File: config.mk
export PLATFORM = sky130hd
export DESIGN_NAME = led_blink_scheduler_flat
export DESIGN_NICKNAME = d
export VERILOG_FILES = /design/src/rtl/led_blink_scheduler_if.sv /design/src/rtl/led_blink_scheduler.sv /design/src/flat_wrapper.sv
export SDC_FILE = /design/constraint.sdc
export NUM_CORES = 1
export LEC_CHECK = 0
export BUFFER_PORTS_ARGS = -buffer_cell sky130_fd_sc_hd__buf_2
export CAP_MARGIN = 20
export CORE_ASPECT_RATIO = 0.6
export CORE_MARGIN = 2
export CORE_UTILIZATION = 29
export CTS_BUF_LIST = sky130_fd_sc_hd__clkbuf_16
export CTS_CLUSTER_DIAMETER = 40
export DETAILED_ROUTE_END_ITERATION = 10
export PLACE_DENSITY = 0.41
export SYNTH_ARGS = -nofsm -noshare
export SYNTH_HDL_FRONTEND = slang
export SYNTH_SLANG_ARGS = --single-unit
File: constraint.sdc
create_clock -name CLOCK_50 -period 4.61 [get_ports CLOCK_50]
set_clock_uncertainty 0.1 [all_clocks]
set_input_delay 0.922 -clock CLOCK_50 [delete_from_list [all_inputs] [get_ports CLOCK_50]]
set_output_delay 0.922 -clock CLOCK_50 [all_outputs]
set_load 0.005 [all_outputs]
File: src/rtl/led_blink_scheduler_if.sv
// led_blink_scheduler_if: request/grant/LED bundle between status sources and the blink scheduler
interface led_blink_scheduler_if #(
    parameter int N_REQ = 4
);
    logic [N_REQ-1:0] REQ;
    logic [N_REQ-1:0] GRANT;
    logic             BUSY;
    logic [1:0]       LED;
    logic             DONE;
    modport master (output REQ, input GRANT, BUSY, LED, DONE);
    modport slave  (input REQ, output GRANT, BUSY, LED, DONE);
endinterface

File: src/rtl/led_blink_scheduler.sv
// led_blink_scheduler: round-robin sharing of the two-LED blinker, fixed blink burst per grant
module led_blink_scheduler #(
    parameter int HALF_PERIOD      = 50000000,
    parameter int BLINKS_PER_GRANT = 3,
    parameter int N_REQ            = 4
) (
    input logic                  CLOCK_50,
    input logic                  RESET,
    led_blink_scheduler_if.slave bus
);
    localparam int PW = (HALF_PERIOD > 1) ? $clog2(HALF_PERIOD) : 1;
    localparam int BW = $clog2(BLINKS_PER_GRANT + 1);
    localparam int RW = $clog2(N_REQ);

    typedef enum logic [1:0] {IDLE, ON, OFF} state_t;

    state_t           state_q, state_d;
    logic [PW-1:0]    phase_q, phase_d;
    logic [BW-1:0]    blink_q, blink_d;
    logic [RW-1:0]    ptr_q, ptr_d;
    logic [RW-1:0]    owner_q, owner_d;
    logic [N_REQ-1:0] grant_q, grant_d;
    logic [1:0]       led_q, led_d;
    logic             busy_q, busy_d;
    logic             done_q, done_d;

    logic [RW:0]   sum;
    logic [RW-1:0] idx, win, owner_next;
    logic [BW-1:0] blink_n;
    logic          found, phase_end;

    assign owner_next = (owner_q == RW'(N_REQ - 1)) ? '0 : owner_q + RW'(1);
    assign blink_n    = blink_q + BW'(1);
    assign phase_end  = phase_q == PW'(HALF_PERIOD - 1);

    // first requester at or after ptr, wrapping modulo N_REQ
    always_comb begin
        found = 1'b0;
        win   = '0;
        sum   = '0;
        idx   = '0;
        for (int i = 0; i < N_REQ; i++) begin
            sum = {1'b0, ptr_q} + (RW+1)'(i);
            sum = (sum >= (RW+1)'(N_REQ)) ? sum - (RW+1)'(N_REQ) : sum;
            idx = sum[RW-1:0];
            if (!found && bus.REQ[idx]) begin
                found = 1'b1;
                win   = idx;
            end
        end
    end

    always_comb begin
        state_d = state_q;
        phase_d = phase_q;
        blink_d = blink_q;
        ptr_d   = ptr_q;
        owner_d = owner_q;
        grant_d = grant_q;
        led_d   = led_q;
        busy_d  = busy_q;
        done_d  = 1'b0;
        if (state_q == IDLE) begin
            if (found) begin
                state_d = ON;
                owner_d = win;
                grant_d = N_REQ'(1) << win;
                led_d   = 2'b01;
                busy_d  = 1'b1;
                phase_d = '0;
                blink_d = '0;
            end
        end else if (!bus.REQ[owner_q] || (state_q == OFF && phase_end && blink_n == BW'(BLINKS_PER_GRANT))) begin
            // withdrawal wins over a phase end, so DONE only marks a held request finishing
            state_d = IDLE;
            grant_d = '0;
            led_d   = 2'b00;
            busy_d  = 1'b0;
            done_d  = bus.REQ[owner_q];
            ptr_d   = owner_next;
            phase_d = '0;
            blink_d = '0;
        end else if (phase_end) begin
            state_d = (state_q == ON) ? OFF : ON;
            led_d   = (state_q == ON) ? 2'b10 : 2'b01;
            blink_d = (state_q == OFF) ? blink_n : blink_q;
            phase_d = '0;
        end else begin
            phase_d = phase_q + PW'(1);
        end
    end

    always_ff @(posedge CLOCK_50) begin
        if (RESET) begin
            state_q <= IDLE;
            phase_q <= '0;
            blink_q <= '0;
            ptr_q   <= '0;
            owner_q <= '0;
            grant_q <= '0;
            led_q   <= 2'b00;
            busy_q  <= 1'b0;
            done_q  <= 1'b0;
        end else begin
            state_q <= state_d;
            phase_q <= phase_d;
            blink_q <= blink_d;
            ptr_q   <= ptr_d;
            owner_q <= owner_d;
            grant_q <= grant_d;
            led_q   <= led_d;
            busy_q  <= busy_d;
            done_q  <= done_d;
        end
    end

    assign bus.GRANT = grant_q;
    assign bus.BUSY  = busy_q;
    assign bus.LED   = led_q;
    assign bus.DONE  = done_q;
endmodule

File: src/flat_wrapper.sv
// flat-port wrapper written by rule: the top's interface ports become plain ports
module led_blink_scheduler_flat 
#(
    parameter int HALF_PERIOD      = 50000000,
    parameter int BLINKS_PER_GRANT = 3,
    parameter int N_REQ            = 4
)
  (CLOCK_50, RESET, bus_REQ, bus_GRANT, bus_BUSY, bus_LED, bus_DONE);
  led_blink_scheduler_if #(.N_REQ(N_REQ)) bus_i ();
  input logic CLOCK_50;
  input logic RESET;
  input wire logic [$bits(bus_i.REQ)-1:0] bus_REQ;
  output wire logic [$bits(bus_i.GRANT)-1:0] bus_GRANT;
  output wire logic [$bits(bus_i.BUSY)-1:0] bus_BUSY;
  output wire logic [$bits(bus_i.LED)-1:0] bus_LED;
  output wire logic [$bits(bus_i.DONE)-1:0] bus_DONE;
  assign bus_i.REQ = bus_REQ;
  assign bus_GRANT = bus_i.GRANT;
  assign bus_BUSY = bus_i.BUSY;
  assign bus_LED = bus_i.LED;
  assign bus_DONE = bus_i.DONE;
  led_blink_scheduler #(.HALF_PERIOD(HALF_PERIOD), .BLINKS_PER_GRANT(BLINKS_PER_GRANT), .N_REQ(N_REQ)) u_core (.CLOCK_50(CLOCK_50), .RESET(RESET), .bus(bus_i));
endmodule
Word-level counts from Yosys, hierarchy flattened
Index checks and enable logic that the tools add are counted.
{"block": "totals", "in_bits": 6, "word_cells": 99, "ff_bits": 40, "out_inout_bits": 8}
{"block": "op_classes", "eq_ne": 6, "n_shift": 1, "bitwise": 2, "reduce_logical": 20, "mux": 43, "n_addsub": 10, "magnitude_cmp": 9}
{"cell": "26-bit two-way mux", "n": 4}
{"cell": "2-bit two-way mux", "n": 19}
{"cell": "26-bit by 1-bit adder with 26-bit output, second input constant", "n": 1}
{"cell": "26-bit equality test, second input constant", "n": 1}
{"cell": "2-bit by 3-bit < comparator with 1-bit output, second input constant", "n": 5}
{"cell": "1-bit two-way mux", "n": 12}
{"cell": "4-bit two-way mux", "n": 3}
{"cell": "1-bit binary-select mux with 2-bit select", "n": 5}
{"cell": "3-bit greater-or-equal comparator, second input constant", "n": 3}
{"cell": "2-bit AND reduction", "n": 4}
{"cell": "2-bit by 1-bit subtractor with 2-bit output, second input constant", "n": 4}
{"cell": "2-bit by 2-bit adder with 3-bit output, second input constant", "n": 2}
{"cell": "2-bit equality test, second input constant", "n": 3}
{"cell": "3-bit nonzero test", "n": 2}
{"cell": "1-bit logical AND", "n": 5}
{"cell": "2-bit by 1-bit adder with 2-bit output, second input constant", "n": 2}
{"cell": "1-bit zero test", "n": 4}
{"cell": "1-bit by 2-bit << shifter with 4-bit output, first input constant", "n": 1}
{"cell": "2-bit by 1-bit adder with 3-bit output, second input constant", "n": 1}
{"cell": "2-bit by 3-bit greater-or-equal comparator with 1-bit output, second input constant", "n": 1}
{"cell": "3-bit AND reduction", "n": 1}
{"cell": "3-bit OR reduction", "n": 1}
{"cell": "2-bit by 1-bit equality test with 1-bit output, second input constant", "n": 1}
{"cell": "2-bit zero test", "n": 1}
{"cell": "other kinds (4)", "n": 5}

Depth between registers and ports, before layout
Gate-level depths: netlist (run 1).
{"block": "logic_depth", "word_depth": 17, "ltp_mapped": 7, "mapped_depth_nobuf": 7}

Worst setup path after synthesis (run 1)
Ideal clock, no wire load.
{"block": "synth_timing", "path_kind": "in2reg", "from": "in bus_REQ[1]", "to": "reg u_core.phase_q[25]", "setup_ns": 0.070, "path_buffers": 1, "arrival_time_ns": 2.230, "setup_slack_ns": 2.210, "stages": 6, "required_ns": 4.440, "path_cell_list": "or4_1 buf_2 o21ai_2 or3_1 or4_1 a21oi_1"}
{"block": "synth_between", "elab_chain_len": 13, "word_cells_on_any_way": 25, "classes_between": "eq/ne (1); mux (16); reduce/logical (8)"}
{"element": "start, declared", "line": "flat_wrapper.sv:12", "text": "input wire logic [$bits(bus_i.REQ)-1:0] bus_REQ;"}
{"element": "1-bit binary-select mux with 2-bit select", "line": "led_blink_scheduler.sv:46", "text": "if (!found && bus.REQ[idx]) begin"}
{"element": "1-bit two-way mux (not written as such)", "line": "led_blink_scheduler.sv:46"}
{"element": "1-bit two-way mux", "line": "led_blink_scheduler.sv:46"}
{"element": "1-bit zero test", "line": "led_blink_scheduler.sv:46"}
{"element": "1-bit logical AND", "line": "led_blink_scheduler.sv:46"}
{"element": "1-bit two-way mux", "line": "led_blink_scheduler.sv:46"}
{"element": "1-bit zero test", "line": "led_blink_scheduler.sv:46"}
{"element": "1-bit logical AND", "line": "led_blink_scheduler.sv:46"}
{"element": "1-bit two-way mux", "line": "led_blink_scheduler.sv:46"}
{"element": "1-bit zero test", "line": "led_blink_scheduler.sv:46"}
{"element": "1-bit logical AND", "line": "led_blink_scheduler.sv:46"}
{"element": "1-bit two-way mux", "line": "led_blink_scheduler.sv:46"}
{"element": "2-bit by 1-bit != test with 1-bit output (no line)"}
{"element": "end signal, assigned", "line": "led_blink_scheduler.sv:106", "text": "phase_q <= phase_d;"}
{"element": "end, declared", "line": "led_blink_scheduler.sv:18", "text": "logic [PW-1:0] phase_q, phase_d;"}
Parallel ways exist; a longest one is shown, timed or not. The select of a mux whose other input is x is not followed.
A chain may end at the register's enable or synchronous reset.

Final worst setup path (run 1)
{"block": "layout_timing", "from": "in bus_REQ[0]", "to": "reg u_core.phase_q[22]"}
The elaborated chain is that of the path after synthesis.

==> out/results.ini, run 1 <==
[power_and_ir_drop]
p_per_area_nw_per_um2 = 335.6
power.leakage_nw = 0.7482
irDropWorstVdd_mv = 0.1269

[clock_tree]
clk_path_buf_depth = 2
cts_resized = 0
cts_hold_buf = 0
cts_setup_buffers = 0
clkTransAtPathRegs_ps = 60
root_buffer = clkbuf_16
cts_sinks = 40
htree_levels = 2
cts_tree = built
clock_latency_ps = 280
cts_buffers = 5

[logic_synthesis]
synth_most_common_cell = dfxtp_1
synthTopCellsByArea = dfxtp_1 40%, xnor2_1 7.9%, nor2_1 6.4%
synth_top_area_share_pct = 40.15
ys.flop_type = dfxtp_1
ys_types = 47
synthArstFlopShare_pct = 0
syn_avg_cell_area_sq_um = 8.786
synth.ff_latch_count = 40
syn_nets = 236
seq_area_frac_synth_pct = 40.15
synth_edf_count = 0
synth_warnings = 0
synthCells = 227
yosysTopAreaCell = dfxtp_1
synth_common_cells = 40 x dfxtp_1, 34 x nor2_1, 20 x nand2_1
syn_area_sq_um = 1994

[timing]
clock.fmax_mhz = 403.2
rsz0062_at_grt = false
min_period_ps = 2480
setup_violations = 0
whs_ps = 367.9
setup_tns_ps = 0
worstMarginPinSlew_ps = 543.4
slew_headroom_pct = 63.45
drv_slew = 0
fin_crit_sh_pct = 53.79
hold_violations = 0

[cells_and_area]
drive_gt1_share_pct = 13.52
antenna_cells = 0
areaGrowthSynthToFinish_pct = 14.30
nets = 252
fin_area_sq_um = 2280

[die]
die_area_sq_um = 7578
ioPinCount = 14
rows = 23
start_util_pct = 29.87
fp.dieH_um = 68.24
die_w_um = 111.1
design.core.area_sq_um = 6676

[setup_path]
end_kind = flip-flop
start_kind = input pin
r2r_cells = 5
worstPathRequired_ps = 4670
crit_arrival_ps = 2540
worstSetupPathType = in2reg
r2r_slack_ps = 2290
cp_max_fo = 9

[routing]
drc_errors = 0
via_per_inst = 4.879
drt_iter0_markers = 77
vias = 1615
wl_um = 4782
ant_nets = 0
wl_per_cell_um = 14.45
drtPass1Iterations = 4

[placement]
port_buffers = 13
routabilityCongestion = 0.7699
dp_hpwl_um = 3538
placed_cell_area_sq_um = 2143

[worst_hold_path]
min_path_cells = 1
min_path_type = reg2reg

[global_routing]
grt_max_degree = 26
overflow = 0
grt_pass1_wl_um = 7741
track_usage_pct = 13.52
antenna_found_initial = 0
grt_pass1_vias = 1410

[run_status]
status = complete, no violations

[flow_run]
max-cap-violations = 0

==> per-stage QoR <==
step / utilization, % / power [mW] / instances / worst slack (ps)
after floorplan: - / 0.4219 / 227 / 2210
after global placement: 32.10 / 0.4472 / 323 / 1844
after detailed placement: 32.10 / 0.4459 / 323 / 1852
after CTS: 34.15 / 0.7792 / 331 / 2145
after global routing: 34.15 / 0.8016 / 331 / 2022
final: 34.15 / 0.7650 / 331 / 2130
==> cell type report <==
cell class	count	area (sq um)
Fill cell	721	4397
Multi-Input combinational cell	174	1135
Sequential cell	40	800.8
Clock buffer	5	125.1
Tap cell	87	108.9
Timing Repair Buffer	13	65.06
Inverter	9	33.78
Clock inverter	3	11.26
==> sequential cells by signal (all words and copies together), names as in the netlist <==
name	flops
u_core.phase_q	26
u_core.bus.GRANT	4
u_core.blink_q	2
u_core.owner_q	2
u_core.ptr_q	2
u_core.state_q	2
u_core.bus.BUSY	1
u_core.bus.DONE	1
==> kinds of logic (layout without fill, tap and decap cells) <==
| family | Yosys count | in the layout | share of synthesized area, % |
|---|---|---|---|
| fa+ha+maj | 3 | 3 | 1.882 |
| simple gates | 110 | 110 | 29.80 |
| xor+xnor | 21 | 21 | 9.222 |
| buf+inv | 13 | 30 | 2.948 |
| compound gates | 35 | 35 | 12.86 |
| flops | 40 | 40 | 40.15 |
| mux | 5 | 5 | 3.137 |
==> placed cells by master, fill, tap and decap left out, types with 2 or more instances in the layout <==
master / Yosys / layout
a21o_2: 3 / 3
a21oi_1: 11 / 11
a21oi_2: 2 / 2
and3_1: 5 / 5
and4_1: 2 / 2
buf_2: 2 / 13
clkbuf_16: 0 / 5
dfxtp_1: 40 / 40
ha_1: 3 / 3
inv_1: 9 / 11
mux2i_1: 4 / 4
nand2_1: 20 / 20
nand2b_1: 4 / 4
nand3_1: 8 / 8
nand4_1: 6 / 6
nor2_1: 34 / 34
nor3_1: 7 / 7
nor4_1: 7 / 7
o21ai_0: 2 / 2
o221ai_1: 2 / 2
o2bb2ai_1: 4 / 4
or3_1: 5 / 5
or4_1: 2 / 2
xnor2_1: 18 / 18
xor2_1: 3 / 3
==> worst paths after layout <==
| check | start | endpoint |
|---|---|---|
| worst max register to register | u_core.phase_q[11]$_SDFFE_PP0P_ | u_core.phase_q[4]$_SDFFE_PP0P_ |
| worst min-delay path | u_core.bus.GRANT[1]$_SDFFE_PP0P_ | u_core.bus.GRANT[1]$_SDFFE_PP0P_ |
| worst min register to register | u_core.bus.GRANT[1]$_SDFFE_PP0P_ | u_core.bus.GRANT[1]$_SDFFE_PP0P_ |
| worst max-delay path | bus_REQ[0] | u_core.phase_q[22]$_SDFFE_PP0P_ |
==> layer usage <==
metal | vias up | GRT usage, % | wire, um
met5 | - | 0 | 0
met4 | 0 | 5.093 | 65
met3 | 8 | 3.986 | 183
met2 | 25 | 14.57 | 1483
met1 | 733 | 22.54 | 3049
li1 | 849 | - | -
==> worst max-delay path, cell delays in order <==
cell,delay [ps]
buf_2,130
or4_1,630
o211ai_2,490
nor4_1,140
xnor2_1,170
nor2_1,50
==> report_power, final <==
group / internal, mW / total [mW] / switching [mW]
logic: 0.0283 / 0.0724 / 0.0440
registers: 0.356 / 0.365 / 0.00922
clock network: 0.195 / 0.327 / 0.133
(Power assumes the default switching activity.)
==> inputs of run 2 (changes only) <==
--- a/config.mk
+++ b/config.mk
@@ -5,6 +5,7 @@
 export SDC_FILE = /design/constraint.sdc
 export NUM_CORES = 1
 export LEC_CHECK = 0
+export ABC_AREA = 1
 export BUFFER_PORTS_ARGS = -buffer_cell sky130_fd_sc_hd__buf_2
 export CAP_MARGIN = 20
 export CORE_ASPECT_RATIO = 0.6
==> constraint.sdc (replaced) <==
create_clock -name CLOCK_50 -period 2.4 [get_ports CLOCK_50]
set_clock_uncertainty 0.1 [all_clocks]
set_input_delay 0.48 -clock CLOCK_50 [delete_from_list [all_inputs] [get_ports CLOCK_50]]
set_output_delay 0.48 -clock CLOCK_50 [all_outputs]
set_load 0.005 [all_outputs]
==> run 2 against run 1 <==
Against the previous run: register-to-register slack lost 2000 ps; sequential power grew 130%; non-clock buffer count grew 15; power grew to 3.7 times the previous value; via count grew 73%; synthesized cell count grew 92%; clock power grew 140%; setup slack lost 1800 ps; hold slack gained 1.6 ps; highest routed layer unchanged.
==> out/results.ini, run 2 <==
[run_status]
status = complete, no violations

[routing]
wl_um = 8547
drc_errors = 0
drt_iter0_markers = 285
ant_nets = 0
via_per_inst = 4.859
drtPass1Iterations = 5
wl_per_cell_um = 14.89
vias = 2789

[logic_synthesis]
yosysTopAreaCell = dfxtp_1
syn_nets = 445
synthTopCellsByArea = dfxtp_1 30%, nand2_1 18%, nand3_1 10%
ys_types = 32
synth_warnings = 0
ys.flop_type = dfxtp_1
syn_avg_cell_area_sq_um = 6.092
synth.ff_latch_count = 40
synth_common_cells = 124 x nand2_1, 73 x nor2_1, 55 x nand3_1
seq_area_frac_synth_pct = 30.15
synth_top_area_share_pct = 30.15
synthArstFlopShare_pct = 0
synth_edf_count = 0
synthCells = 436
synth_most_common_cell = nand2_1
syn_area_sq_um = 2656

[placement]
port_buffers = 13
dp.cells = 566
post-place-ws_ps = 178.4
routabilityCongestion = 0.8963
dp_hpwl_um = 6628

[cells_and_area]
largest_reg_flops = 26
fillerInstances = 953
fin_cells = 574
areaGrowthSynthToFinish_pct = 15.69
final_cell_mix = 124 x nand2_1, 73 x nor2_1, 55 x nand3_1
nets = 470
antenna_cells = 0
final_common_cell = nand2_1
drive_gt1_share_pct = 12.99
largest_register = u_core.phase_q

[global_routing]
overflow = 0
antenna_found_initial = 0
grt_max_degree = 22
grt_pass1_wl_um = 14010
track_usage_pct = 18.33
grt_pass1_vias = 2527

[timing]
hold_violations = 0
clock.fmax_mhz = 479.5
drv_slew = 0
setup_violations = 0
rsz0062_at_grt = false
layout_setup_ws_ps = 314.7
worstMarginPinSlew_ps = 435.8
slew_headroom_pct = 70.75
fin_crit_sh_pct = 86.89
min_period_ps = 2085
setup_tns_ps = 0

[setup_path]
worstSetupPathType = reg2reg
end_kind = flip-flop
cp_max_fo = 15
r2r-start = u_core.ptr_q[0]$_SDFFE_PP0P_
worstPathRequired_ps = 2510
start_kind = flip-flop
crit_arrival_ps = 2200
crit_start = u_core.ptr_q[0]$_SDFFE_PP0P_

[clock_tree]
clk_path_buf_depth = 2
clock_latency_ps = 290
root_buffer = clkbuf_16
clkTransAtPathRegs_ps = 60
cts_tree = built
cts_hold_buf = 0
cts_setup_buffers = 0
htree_levels = 2
cts_sinks = 40
cts_buffers = 5

[flow_run]
max-cap-violations = 0

[die]
design.core.area_sq_um = 8686
die_area_sq_um = 9967
ioPinCount = 14
die_w_um = 127.6
start_util_pct = 30.58
fp.dieH_um = 78.14
rows = 26

[power_and_ir_drop]
irDropWorstVdd_mv = 0.4257
power.leakage_nw = 1.234
p_per_area_nw_per_um2 = 922.6

[worst_hold_path]
min_path_type = reg2reg
hp-start = u_core.bus.BUSY$_SDFFE_PP0P_

-- run 2: cells by family after synthesis --
kind of cell | Yosys count | share of synthesized area (%)
DFF | 40 | 30.15
buffers and inverters | 50 | 8.149
xor gates and xnor gates | 10 | 3.297
and+or+nand+nor | 292 | 48.80
adders and majority gates | 3 | 1.413
AOI/OAI and AO/OA | 41 | 8.196
-- run 2: worst max-delay path: stages (launching register included) --
cell     delay, ps
dfxtp_2        460
inv_2          120
nand2_1         80
nand2_1         90
nand2_1         80
nand2_1         90
nor2_4         140
nand4_4        270
nand2_2        220
nand2_4        160
nor3_1         200
-- run 2: area by class of cell --
cell class	count	area (sq um)	area share, %
Multi-Input combinational cell	346	1639	53.34
Inverter	40	150.1	4.886
Clock inverter	3	38.79	1.262
Timing Repair Buffer	28	177.7	5.782
Clock buffer	5	125.1	4.072
Sequential cell	40	802.0	26.10
Tap cell	112	140.1	4.560
-- run 2: per-stage QoR --
stage / total power, mW / hold WS, ps / cell area, sq um / util, %
3_3_place_gp: 2.084 / 351.7 / 2908 / 33.48
4_1_cts: 2.846 / 369.0 / 3072 / 35.36
2_1_floorplan: 1.711 / 355.5 / 2656 / -
5_1_grt: 3.062 / 397.1 / 3073 / 35.38
3_5_place_dp: 2.054 / 358.3 / 2908 / 33.48
6_report: 2.835 / 369.5 / 3073 / 35.38
-- run 2: power breakdown --
group | switching [mW] | internal (mW) | total [mW]
Sequential | 0.0883 | 0.753 | 0.841
Combinational | 0.862 | 0.354 | 1.22
Clock | 0.292 | 0.486 | 0.778
-- run 2: path summary, 6_finish.rpt --
| kind | depth (start not counted) | end | slack, ps |
|---|---|---|---|
| max | 10 | u_core.phase_q[11]$_SDFFE_PP0P_ | 310 |
| min | 2 | u_core.bus.BUSY$_SDFFE_PP0P_ | 370 |
| max reg2reg | 10 | u_core.phase_q[11]$_SDFFE_PP0P_ | 310 |
| min reg2reg | 2 | u_core.bus.BUSY$_SDFFE_PP0P_ | 370 |
-- run 2: layer usage --
layer,part of all wire [%],track usage (%)
met1,62,32.31
met4,0.51,3.297
met2,32,20.80
met5,0,0
met3,5.3,3.749
-- run 2: timing repair --
item                       4_1_cts  5_1_grt
hold endpoints to repair         0        0
setup endpoints to repair        0        6
resized for setup                0        1
